`src/rtl/multi_block_display.sv`:
```
// Moving-block video overlay: N_BLK coloured rectangles bounce around the active
// area, updated once per frame, drawn over bg_color through a 2-stage pipeline.
module multi_block_display #(
  parameter int COLOR_DEPTH = 8,
  parameter int X_BITS      = 12,
  parameter int Y_BITS      = 12,
  parameter int H_ACT       = 1920,
  parameter int V_ACT       = 1080,
  parameter int N_BLK       = 4,
  parameter int BLK_W       = 64,
  parameter int BLK_H       = 64,
  parameter int STEP        = 4
) (
  input  logic                     pix_clk,
  input  logic                     rst,
  input  logic                     vs_in,
  input  logic                     hs_in,
  input  logic                     de_in,
  input  logic [X_BITS-1:0]        act_x,
  input  logic [Y_BITS-1:0]        act_y,
  input  logic                     move_en,
  input  logic [3*COLOR_DEPTH-1:0] bg_color,
  output logic                     vs_out,
  output logic                     hs_out,
  output logic                     de_out,
  output logic [3*COLOR_DEPTH-1:0] pixel_data,
  output logic [7:0]               frame_cnt
);

  localparam int CW = 3 * COLOR_DEPTH;

  // One extra bit on every bound comparison so edge-of-screen sums never wrap.
  localparam logic [X_BITS:0]   H_ACT_E = (X_BITS + 1)'(H_ACT);
  localparam logic [X_BITS:0]   BLK_W_E = (X_BITS + 1)'(BLK_W);
  localparam logic [X_BITS:0]   STEP_XE = (X_BITS + 1)'(STEP);
  localparam logic [Y_BITS:0]   V_ACT_E = (Y_BITS + 1)'(V_ACT);
  localparam logic [Y_BITS:0]   BLK_H_E = (Y_BITS + 1)'(BLK_H);
  localparam logic [Y_BITS:0]   STEP_YE = (Y_BITS + 1)'(STEP);
  localparam logic [X_BITS-1:0] X_MAX   = X_BITS'(H_ACT - BLK_W);
  localparam logic [X_BITS-1:0] X_STEP  = X_BITS'(STEP);
  localparam logic [Y_BITS-1:0] Y_MAX   = Y_BITS'(V_ACT - BLK_H);
  localparam logic [Y_BITS-1:0] Y_STEP  = Y_BITS'(STEP);

  localparam logic [COLOR_DEPTH-1:0] FULL = {COLOR_DEPTH{1'b1}};
  localparam logic [COLOR_DEPTH-1:0] ZERO = {COLOR_DEPTH{1'b0}};

  function automatic logic [CW-1:0] blk_color(input int idx);
    case (idx)
      0:       blk_color = {FULL, ZERO, ZERO};
      1:       blk_color = {ZERO, FULL, ZERO};
      2:       blk_color = {ZERO, ZERO, FULL};
      default: blk_color = {FULL, FULL, FULL};
    endcase
  endfunction

  // Frame start detection and frame counter
  logic       vs_q;
  logic       fs_q, fs_d;
  logic [7:0] frame_cnt_q, frame_cnt_d;
  logic       upd;

  always_comb begin
    fs_d        = vs_in & ~vs_q;
    frame_cnt_d = fs_q ? frame_cnt_q + 8'd1 : frame_cnt_q;
    upd         = fs_q & move_en;
  end

  // vs_q resets high so a vs_in already high at reset release is not an edge.
  always_ff @(posedge pix_clk or posedge rst) begin
    if (rst) begin
      vs_q        <= 1'b1;
      fs_q        <= 1'b0;
      frame_cnt_q <= 8'd0;
    end else begin
      vs_q        <= vs_in;
      fs_q        <= fs_d;
      frame_cnt_q <= frame_cnt_d;
    end
  end

  // Per-block position state and hit test
  logic [N_BLK-1:0] hit;

  for (genvar gi = 0; gi < N_BLK; gi++) begin : g_blk
    localparam logic [X_BITS-1:0] X_RST   = X_BITS'(gi * 256);
    localparam logic [Y_BITS-1:0] Y_RST   = Y_BITS'(gi * 128);
    localparam logic              DIR_RST = ((gi % 2) == 0);

    logic [X_BITS-1:0] x_q, x_d;
    logic [Y_BITS-1:0] y_q, y_d;
    logic              dx_q, dx_d;
    logic              dy_q, dy_d;
    logic [X_BITS:0]   x_e, ax_e;
    logic [Y_BITS:0]   y_e, ay_e;

    assign x_e  = {1'b0, x_q};
    assign y_e  = {1'b0, y_q};
    assign ax_e = {1'b0, act_x};
    assign ay_e = {1'b0, act_y};

    always_comb begin
      x_d  = x_q;
      dx_d = dx_q;
      if (upd) begin
        if (dx_q && (x_e + BLK_W_E + STEP_XE > H_ACT_E)) begin
          x_d  = X_MAX;
          dx_d = 1'b0;
        end else if (!dx_q && (x_q < X_STEP)) begin
          x_d  = '0;
          dx_d = 1'b1;
        end else if (dx_q) begin
          x_d = x_q + X_STEP;
        end else begin
          x_d = x_q - X_STEP;
        end
      end
    end

    always_comb begin
      y_d  = y_q;
      dy_d = dy_q;
      if (upd) begin
        if (dy_q && (y_e + BLK_H_E + STEP_YE > V_ACT_E)) begin
          y_d  = Y_MAX;
          dy_d = 1'b0;
        end else if (!dy_q && (y_q < Y_STEP)) begin
          y_d  = '0;
          dy_d = 1'b1;
        end else if (dy_q) begin
          y_d = y_q + Y_STEP;
        end else begin
          y_d = y_q - Y_STEP;
        end
      end
    end

    always_ff @(posedge pix_clk or posedge rst) begin
      if (rst) begin
        x_q  <= X_RST;
        y_q  <= Y_RST;
        dx_q <= DIR_RST;
        dy_q <= DIR_RST;
      end else begin
        x_q  <= x_d;
        y_q  <= y_d;
        dx_q <= dx_d;
        dy_q <= dy_d;
      end
    end

    assign hit[gi] = (ax_e >= x_e) && (ax_e < x_e + BLK_W_E) &&
                     (ay_e >= y_e) && (ay_e < y_e + BLK_H_E);
  end

  // Stage 1: hit vector plus timing and background
  logic [N_BLK-1:0] hit_q;
  logic             de1_q, vs1_q, hs1_q;
  logic [CW-1:0]    bg1_q;

  always_ff @(posedge pix_clk or posedge rst) begin
    if (rst) begin
      hit_q <= '0;
      de1_q <= 1'b0;
      vs1_q <= 1'b0;
      hs1_q <= 1'b0;
      bg1_q <= '0;
    end else begin
      hit_q <= hit;
      de1_q <= de_in;
      vs1_q <= vs_in;
      hs1_q <= hs_in;
      bg1_q <= bg_color;
    end
  end

  // Stage 2: colour select, lowest index wins, blank outside active video
  logic [CW-1:0] pix_q, pix_d;
  logic          de2_q, vs2_q, hs2_q;

  always_comb begin
    pix_d = '0;
    if (de1_q) begin
      pix_d = bg1_q;
      for (int i = N_BLK - 1; i >= 0; i--) begin
        if (hit_q[i]) pix_d = blk_color(i);
      end
    end
  end

  always_ff @(posedge pix_clk or posedge rst) begin
    if (rst) begin
      pix_q <= '0;
      de2_q <= 1'b0;
      vs2_q <= 1'b0;
      hs2_q <= 1'b0;
    end else begin
      pix_q <= pix_d;
      de2_q <= de1_q;
      vs2_q <= vs1_q;
      hs2_q <= hs1_q;
    end
  end

  assign pixel_data = pix_q;
  assign de_out     = de2_q;
  assign vs_out     = vs2_q;
  assign hs_out     = hs2_q;
  assign frame_cnt  = frame_cnt_q;

endmodule

```
`config.mk`:
```
export PLATFORM = sky130hd
export DESIGN_NAME = multi_block_display
export DESIGN_NICKNAME = d
export VERILOG_FILES = /design/src/rtl/multi_block_display.sv
export SDC_FILE = /design/constraint.sdc
export NUM_CORES = 1
export LEC_CHECK = 0
export BUFFER_PORTS_ARGS = -buffer_cell sky130_fd_sc_hd__buf_4
export CAP_MARGIN = 30
export CORE_ASPECT_RATIO = 0.6
export CORE_MARGIN = 2
export CORE_UTILIZATION = 45
export CTS_CLUSTER_SIZE = 16
export DETAILED_ROUTE_END_ITERATION = 12
export GPL_ROUTABILITY_DRIVEN = 1
export PLACE_DENSITY = 0.63
export SLEW_MARGIN = 25
export SYNTH_ARGS = -nofsm -noshare
export SYNTH_HDL_FRONTEND = slang
export SYNTH_SLANG_ARGS = --single-unit
```
`constraint.sdc`:
```
create_clock -name pix_clk -period 14.6 [get_ports pix_clk]
set_input_delay 2.92 -clock pix_clk [delete_from_list [all_inputs] [get_ports pix_clk]]
set_output_delay 2.92 -clock pix_clk [all_outputs]
set_load 0.02 [all_outputs]
```
==> results.json, run 1 <==
{
  "min-delay-path-class": "reg2reg",
  "synthArstFlopShare": 1.000,
  "cts_max_path_buffers": 2,
  "synth_edf_count": 0,
  "antenna_left": 0,
  "die_h_um": 136.9,
  "synth-seq-cells": 156,
  "cts-root-buf": "clkbuf_16",
  "grt_util_all_layers": 0.2397,
  "syn_to_final_growth_pct": 10.16,
  "cp-end-kind": "flop",
  "portBuffers": 84,
  "cts_buffers": 17,
  "ctsResizeCount": 0,
  "slew_headroom": 0.3660,
  "register_area_um2": 3920,
  "drv_cap": 0,
  "drive_gt1_frac": 0.1211,
  "critical_path_required_ns": 14.91,
  "placed_cells": 1929,
  "place_congestion": 0.9164,
  "cp_max_fo": 4,
  "crit_type": "in2reg",
  "vdd_ir_drop_max_v": 0.00007768,
  "clock_sinks": 156,
  "antenna_cells": 0,
  "finalSetupTns_ns": 0,
  "initial_utilization": 0.4596,
  "reg2reg_slack_ns": 11.26,
  "drt-met1-wl_mm": 19.05,
  "synth_ff_type": "dfrtp_1",
  "cellPowerDensity_nw_per_um2": 154.0,
  "worst_pin_slew_ns": 0.9438,
  "skew_ns": 0.01046,
  "rows": 48,
  "slew_viol_final": 0,
  "wl_met2_mm": 13.92,
  "avgSynthCellArea_um2": 8.570,
  "dr.first_iter.drc_count": 1156,
  "grt_pass1_wl_mm": 58.53,
  "avgViaCountPerCell": 6.004,
  "via_count": 11774,
  "dr.pass1.iters": 6,
  "netlist_instances": 1546,
  "cts_tree": "done",
  "period_needed_ns": 4.639,
  "cts_setup_buffers": 0,
  "stdcell_count": 1961,
  "ys_types": 93,
  "status": "finished clean",
  "totalWireLength_mm": 35.60,
  "cp_common_cell": "o21ai_0",
  "final_nets": 1800,
  "coreArea_um2": 28830,
  "dieArea_um2": 30880,
  "routed-wl-met3_mm": 2.272,
  "routedWlPerCell_um": 18.15,
  "cp-start-kind": "primary input",
  "seq_area_frac_synth": 0.2959,
  "antenna_found_initial": 0,
  "hpwl_mm": 26.22,
  "cp_cell_sequence": "buf_4 -> ha_1 -> o21a_1 -> o21ai_0 -> nand2b_1 -> a21oi_1 -> o21ai_0 -> a221oi_1 -> nor4_1",
  "worstPathArrival_ns": 4.95,
  "finalHoldViolCount": 0,
  "drc": 0,
  "leakagePower_nw": 6.260,
  "num_io_pins": 89,
  "overflow": 0,
  "netlist_area_um2": 13250,
  "period_share": 0.3177,
  "clkTransAtPathRegs_ns": 0.07,
  "hold_slack_ns": 0.3531,
  "fillers": 2761,
  "slowest_delay_ns": 0.60,
  "fin_total_pwr_w": 0.002247,
  "grt_max_degree": 83,
  "cp_slowest_cell": "a221oi_1",
  "yosys_warnings": 0,
  "clock_latency_ns": 0.45,
  "cts.htree.levels": 4,
  "setup_viol": 0,
  "multi_input_area_um2": 8551,
  "cts_hold_buf": 0,
  "die_w_um": 225.5,
  "fmax_mhz": 215.6,
  "grt_pass1_vias": 10671,
  "place_ws_ns": 9.586,
  "grt_setup_unrepaired": "false",
  "worst_slack_ns": 9.961,
  "syn_nets": 1773,
  "routed.top_layer": "met4"
}
==> sequential cells by signal, indices dropped and copies added, names as in the netlist, 4 cells and up <==
register and cells:
g_blk.x_q 40, hit_q 4, frame_cnt 8, g_blk.y_q 40, g_blk.dy_q 4, bg1_q 24, g_blk.dx_q 4, pixel_data 24
==> power by group <==
group	total [W]	internal (W)	switching, W
sequential	0.000757	0.000541	0.000216
clock	0.000451	0.000240	0.000211
combinational	0.00104	0.000442	0.000597
==> worst paths after layout <==
| kind | from | endpoint | depth (start not counted) |
|---|---|---|---|
| max | act_y[2] | hit_q[1]$_DFF_PP0_ | 9 |
| min | hs1_q$_DFF_PP0_ | hs_out$_DFF_PP0_ | 0 |
| max reg2reg | g_blk[0].x_q[6]$_DFFE_PP0P_ | g_blk[0].x_q[7]$_DFFE_PP0P_ | 9 |
| min reg2reg | hs1_q$_DFF_PP0_ | hs_out$_DFF_PP0_ | 0 |
| max in group asynchronous | rst | g_blk[0].y_q[8]$_DFFE_PP0P_ | 3 |
| min in group asynchronous | rst | vs1_q$_DFF_PP0_ | 2 |
==> cells by family after synthesis <==
| family | Yosys count | synth area share |
|---|---|---|
| adder cells (fa/ha/maj) | 173 | 0.1634 |
| buffers and inverters | 189 | 0.05940 |
| AO/OA/AOI/OAI | 439 | 0.2247 |
| XOR/XNOR | 57 | 0.04155 |
| multiplexers | 12 | 0.009821 |
| AND/OR/NAND/NOR | 520 | 0.2053 |
| flip-flops | 156 | 0.2959 |
==> per-layer routing <==
layer,track usage,vias to the layer above
met3,0.04487,29
met4,0.05519,0
met1,0.3887,5599
met2,0.3170,387
met5,0,-
li1,-,5759
==> cells in the mapped netlist (28+ instances only) <==
library cell	instances	area (um^2)
ha_1	173	2165
dfrtp_1	143	3578
nor2_1	106	397.9
o21ai_0	103	515.5
inv_1	102	382.9
nand2_1	100	375.4
a21oi_1	78	390.4
nand3_1	76	380.4
o21a_1	49	367.9
clkbuf_1	44	165.2
xnor2_1	41	359.1
nor3_1	39	195.2
nor4_1	35	219.0
nand4_1	28	175.2
==> worst max-delay path, delay by kind of cell <==
kind / cells / cell delay, ns
compound gates: 5 / 1.39
fa+ha+maj: 1 / 0.29
simple gates: 2 / 0.18
buf+inv: 1 / 0.15
==> layout make-up <==
type                    instances  area share
clock buffers                  17     0.02915
clock inverters                15     0.01037
inverters                     109     0.02838
multi-input cells            1201      0.5859
flip-flops and latches        156      0.2686
well taps                     375     0.03215
repair buffers                 88     0.04552
==> placed cells by master (no fill, tap or decap), drive strengths merged, types with 6 or more instances in the layout <==
cell and count:
nor4b 6, o21a 49, a21oi 79, nand4 28, and4 7, ha 173, o21ai 128, xor2 11
buf 88, mux2i 7, or4 13, dfrtp 143, xnor2 45, o311ai 9, inv 116, nor4 35
or2 7, nand2b 22, nor2 107, a31oi 19, clkbuf 17, o211ai 11, a221oi 7, a21boi 7
nor2b 10, o31a 18, and2 14, dfstp 13, and3 16, nand2 103, nand3 79, nand4b 6
or3 16, a211oi 16, o31ai 17, a22oi 7, o22ai 16, nor3 40
==> through the flow <==
stage | instance area [um^2] | util
6_report | 14600 | 0.5063
5_1_grt | 14600 | 0.5063
4_1_cts | 14590 | 0.5062
3_5_place_dp | 14010 | 0.4862
3_3_place_gp | 14010 | 0.4862
2_1_floorplan | 13250 | -
No activity file was read; power rests on OpenSTA's default activity.
==> run 2, diff against run 1 <==
--- a/config.mk
+++ b/config.mk
@@ -13,7 +13,7 @@
 export CTS_CLUSTER_SIZE = 16
 export DETAILED_ROUTE_END_ITERATION = 12
 export GPL_ROUTABILITY_DRIVEN = 1
-export PLACE_DENSITY = 0.63
+export PLACE_DENSITY = 0.66
 export SLEW_MARGIN = 25
 export SYNTH_ARGS = -nofsm -noshare
 export SYNTH_HDL_FRONTEND = slang
==> constraint.sdc (replaced) <==
create_clock -name pix_clk -period 3.8 [get_ports pix_clk]
set_input_delay 0.76 -clock pix_clk [delete_from_list [all_inputs] [get_ports pix_clk]]
set_output_delay 0.76 -clock pix_clk [all_outputs]
set_load 0.02 [all_outputs]
==> run 2 against run 1 <==
Clock-buffer cell count is 1 higher. Sequential cell count is the same. Clock power increased to 3.9 times the previous value. Combinational power rose to 3.9 times the previous value. Critical path depth unchanged. Die area is the same. Sequential power increased to 3.9 times the previous value. Register-to-register slack worse by 10 ns. Clock skew is 0.0018 ns higher. First-iteration DRC count increased by 11%.
==> results.json, run 2 (synthesis gave the netlist of run 1 again) <==
{
  "cp_max_fo": 10,
  "portBuffers": 84,
  "fin_total_pwr_w": 0.008748,
  "crit_type": "reg2reg",
  "die_h_um": 136.9,
  "ctsResizeCount": 0,
  "via_count": 11976,
  "postPlaceCellArea_um2": 14090,
  "dr.first_iter.drc_count": 1286,
  "reg2reg_depth": 9,
  "finalHoldViolCount": 0,
  "cts_max_path_buffers": 2,
  "syn_to_final_growth_pct": 10.84,
  "grt_max_degree": 76,
  "drv_cap": 0,
  "hpwl_mm": 26.83,
  "clock_sinks": 156,
  "cts_hold_buf": 0,
  "worst_pin_slew_ns": 0.9670,
  "rows": 48,
  "grt_pass1_vias": 10897,
  "routedWlPerCell_um": 18.36,
  "placed_cells": 1932,
  "coreArea_um2": 28830,
  "cts_buffers": 17,
  "vdd_ir_drop_max_v": 0.0002860,
  "cp-end-kind": "flop",
  "register_area_um2": 3920,
  "worstPathArrival_ns": 3.41,
  "layout_common_cells": "173 x ha_1, 143 x dfrtp_1, 106 x nor2_1",
  "dr.pass1.iters": 5,
  "period_share": 0.7936,
  "leakagePower_nw": 6.291,
  "design_area_um2": 14690,
  "holdPathStages": 0,
  "initial_utilization": 0.4596,
  "slew_viol_final": 0,
  "overflow": 0,
  "worst_slack_ns": 0.7845,
  "min_to": "hs_out$_DFF_PP0_",
  "slew_headroom": 0.3504,
  "hp-start": "hs1_q$_DFF_PP0_",
  "status": "finished clean",
  "clock_latency_ns": 0.46,
  "min-delay-path-class": "reg2reg",
  "cts_setup_buffers": 0,
  "fmax_mhz": 331.6,
  "drive_gt1_frac": 0.1227,
  "stdcell_count": 1964,
  "fillers": 2683,
  "rr_startpoint": "g_blk[1].y_q[6]$_DFFE_PP0P_",
  "cellPowerDensity_nw_per_um2": 595.7,
  "largest_registers": "g_blk.x_q x40, g_blk.y_q x40",
  "num_io_pins": 89,
  "cts-root-buf": "clkbuf_16",
  "cp-start-kind": "flop",
  "reg2reg_slack_ns": 0.78,
  "cts.htree.levels": 4,
  "critical_path_required_ns": 4.19,
  "antenna_cells": 0,
  "die_w_um": 225.5,
  "place_congestion": 0.9260,
  "drc": 0,
  "place_ws_ns": 0.8910,
  "antenna_left": 0,
  "antenna_found_initial": 0,
  "period_needed_ns": 3.016,
  "final_common_cell": "ha_1",
  "clkTransAtPathRegs_ns": 0.07,
  "reg2reg_to": "g_blk[1].y_q[7]$_DFFE_PP1P_",
  "grt_setup_unrepaired": "false",
  "avgViaCountPerCell": 6.098,
  "grt_util_all_layers": 0.2391,
  "grt_pass1_wl_mm": 58.58,
  "finalSetupTns_ns": 0,
  "cts_tree": "done",
  "skew_ns": 0.01230,
  "totalWireLength_mm": 36.06,
  "dieArea_um2": 30880,
  "multi_input_area_um2": 8546,
  "setup_viol": 0,
  "final_nets": 1803
}
-- run 2: worst max-delay path, stage by stage, from the launching register on --
cell and delay (ns):
dfrtp_1 0.59, ha_1 0.43, xor2_2 0.26, nand3_1 0.14, a2111oi_2 0.39, mux2i_1 0.15, a31oi_2 0.31, nand2b_1 0.34
a21oi_1 0.11, o22a_1 0.23
-- run 2: per-layer routing --
layer	up-vias	wire, um	GRT usage
met4	0	557	0.06365
met3	41	2850	0.04938
met2	472	14090	0.3162
met1	5707	18570	0.3819
li1	5756	-	-
met5	-	0	0
-- run 2: worst max path at each step --
stage,start,endpoint,slack [ns]
after floorplan,rst,bg1_q[0]$_DFF_PP0_,1.08
after global placement,g_blk[1].y_q[7]$_DFFE_PP1P_,g_blk[1].y_q[7]$_DFFE_PP1P_,0.93
after detailed placement,g_blk[1].y_q[7]$_DFFE_PP1P_,g_blk[1].y_q[7]$_DFFE_PP1P_,0.89
after CTS,g_blk[1].y_q[7]$_DFFE_PP1P_,g_blk[1].y_q[7]$_DFFE_PP1P_,0.86
after global routing,g_blk[1].y_q[6]$_DFFE_PP0P_,g_blk[1].y_q[7]$_DFFE_PP1P_,0.62
final,g_blk[1].y_q[6]$_DFFE_PP0P_,g_blk[1].y_q[7]$_DFFE_PP1P_,0.78
-- run 2: cell type report --
cell class,count,area share
multi-input cells,1201,0.5819
flip-flops and latches,156,0.2669
repair buffers,91,0.05078
well taps,375,0.03195
clock buffers,18,0.02991
inverters,109,0.02812
clock inverters,14,0.01039
-- run 2: power breakdown --
part	total [W]	internal, W	leakage [nW]	switching, W
sequential	0.00292	0.00208	1.88	0.000838
combinational	0.00407	0.00171	4.12	0.00236
clock	0.00177	0.000946	0.286	0.000820
total	0.00875	0.00473	6.29	0.00402
-- run 2: metrics by stage --
stage	hold WS, ns	util
final	0.3535	0.5094
after global routing	0.3665	0.5094
after CTS	0.3570	0.5094
after detailed placement	0.3410	0.4889
after global placement	0.3338	0.4889
after floorplan	0.3312	-
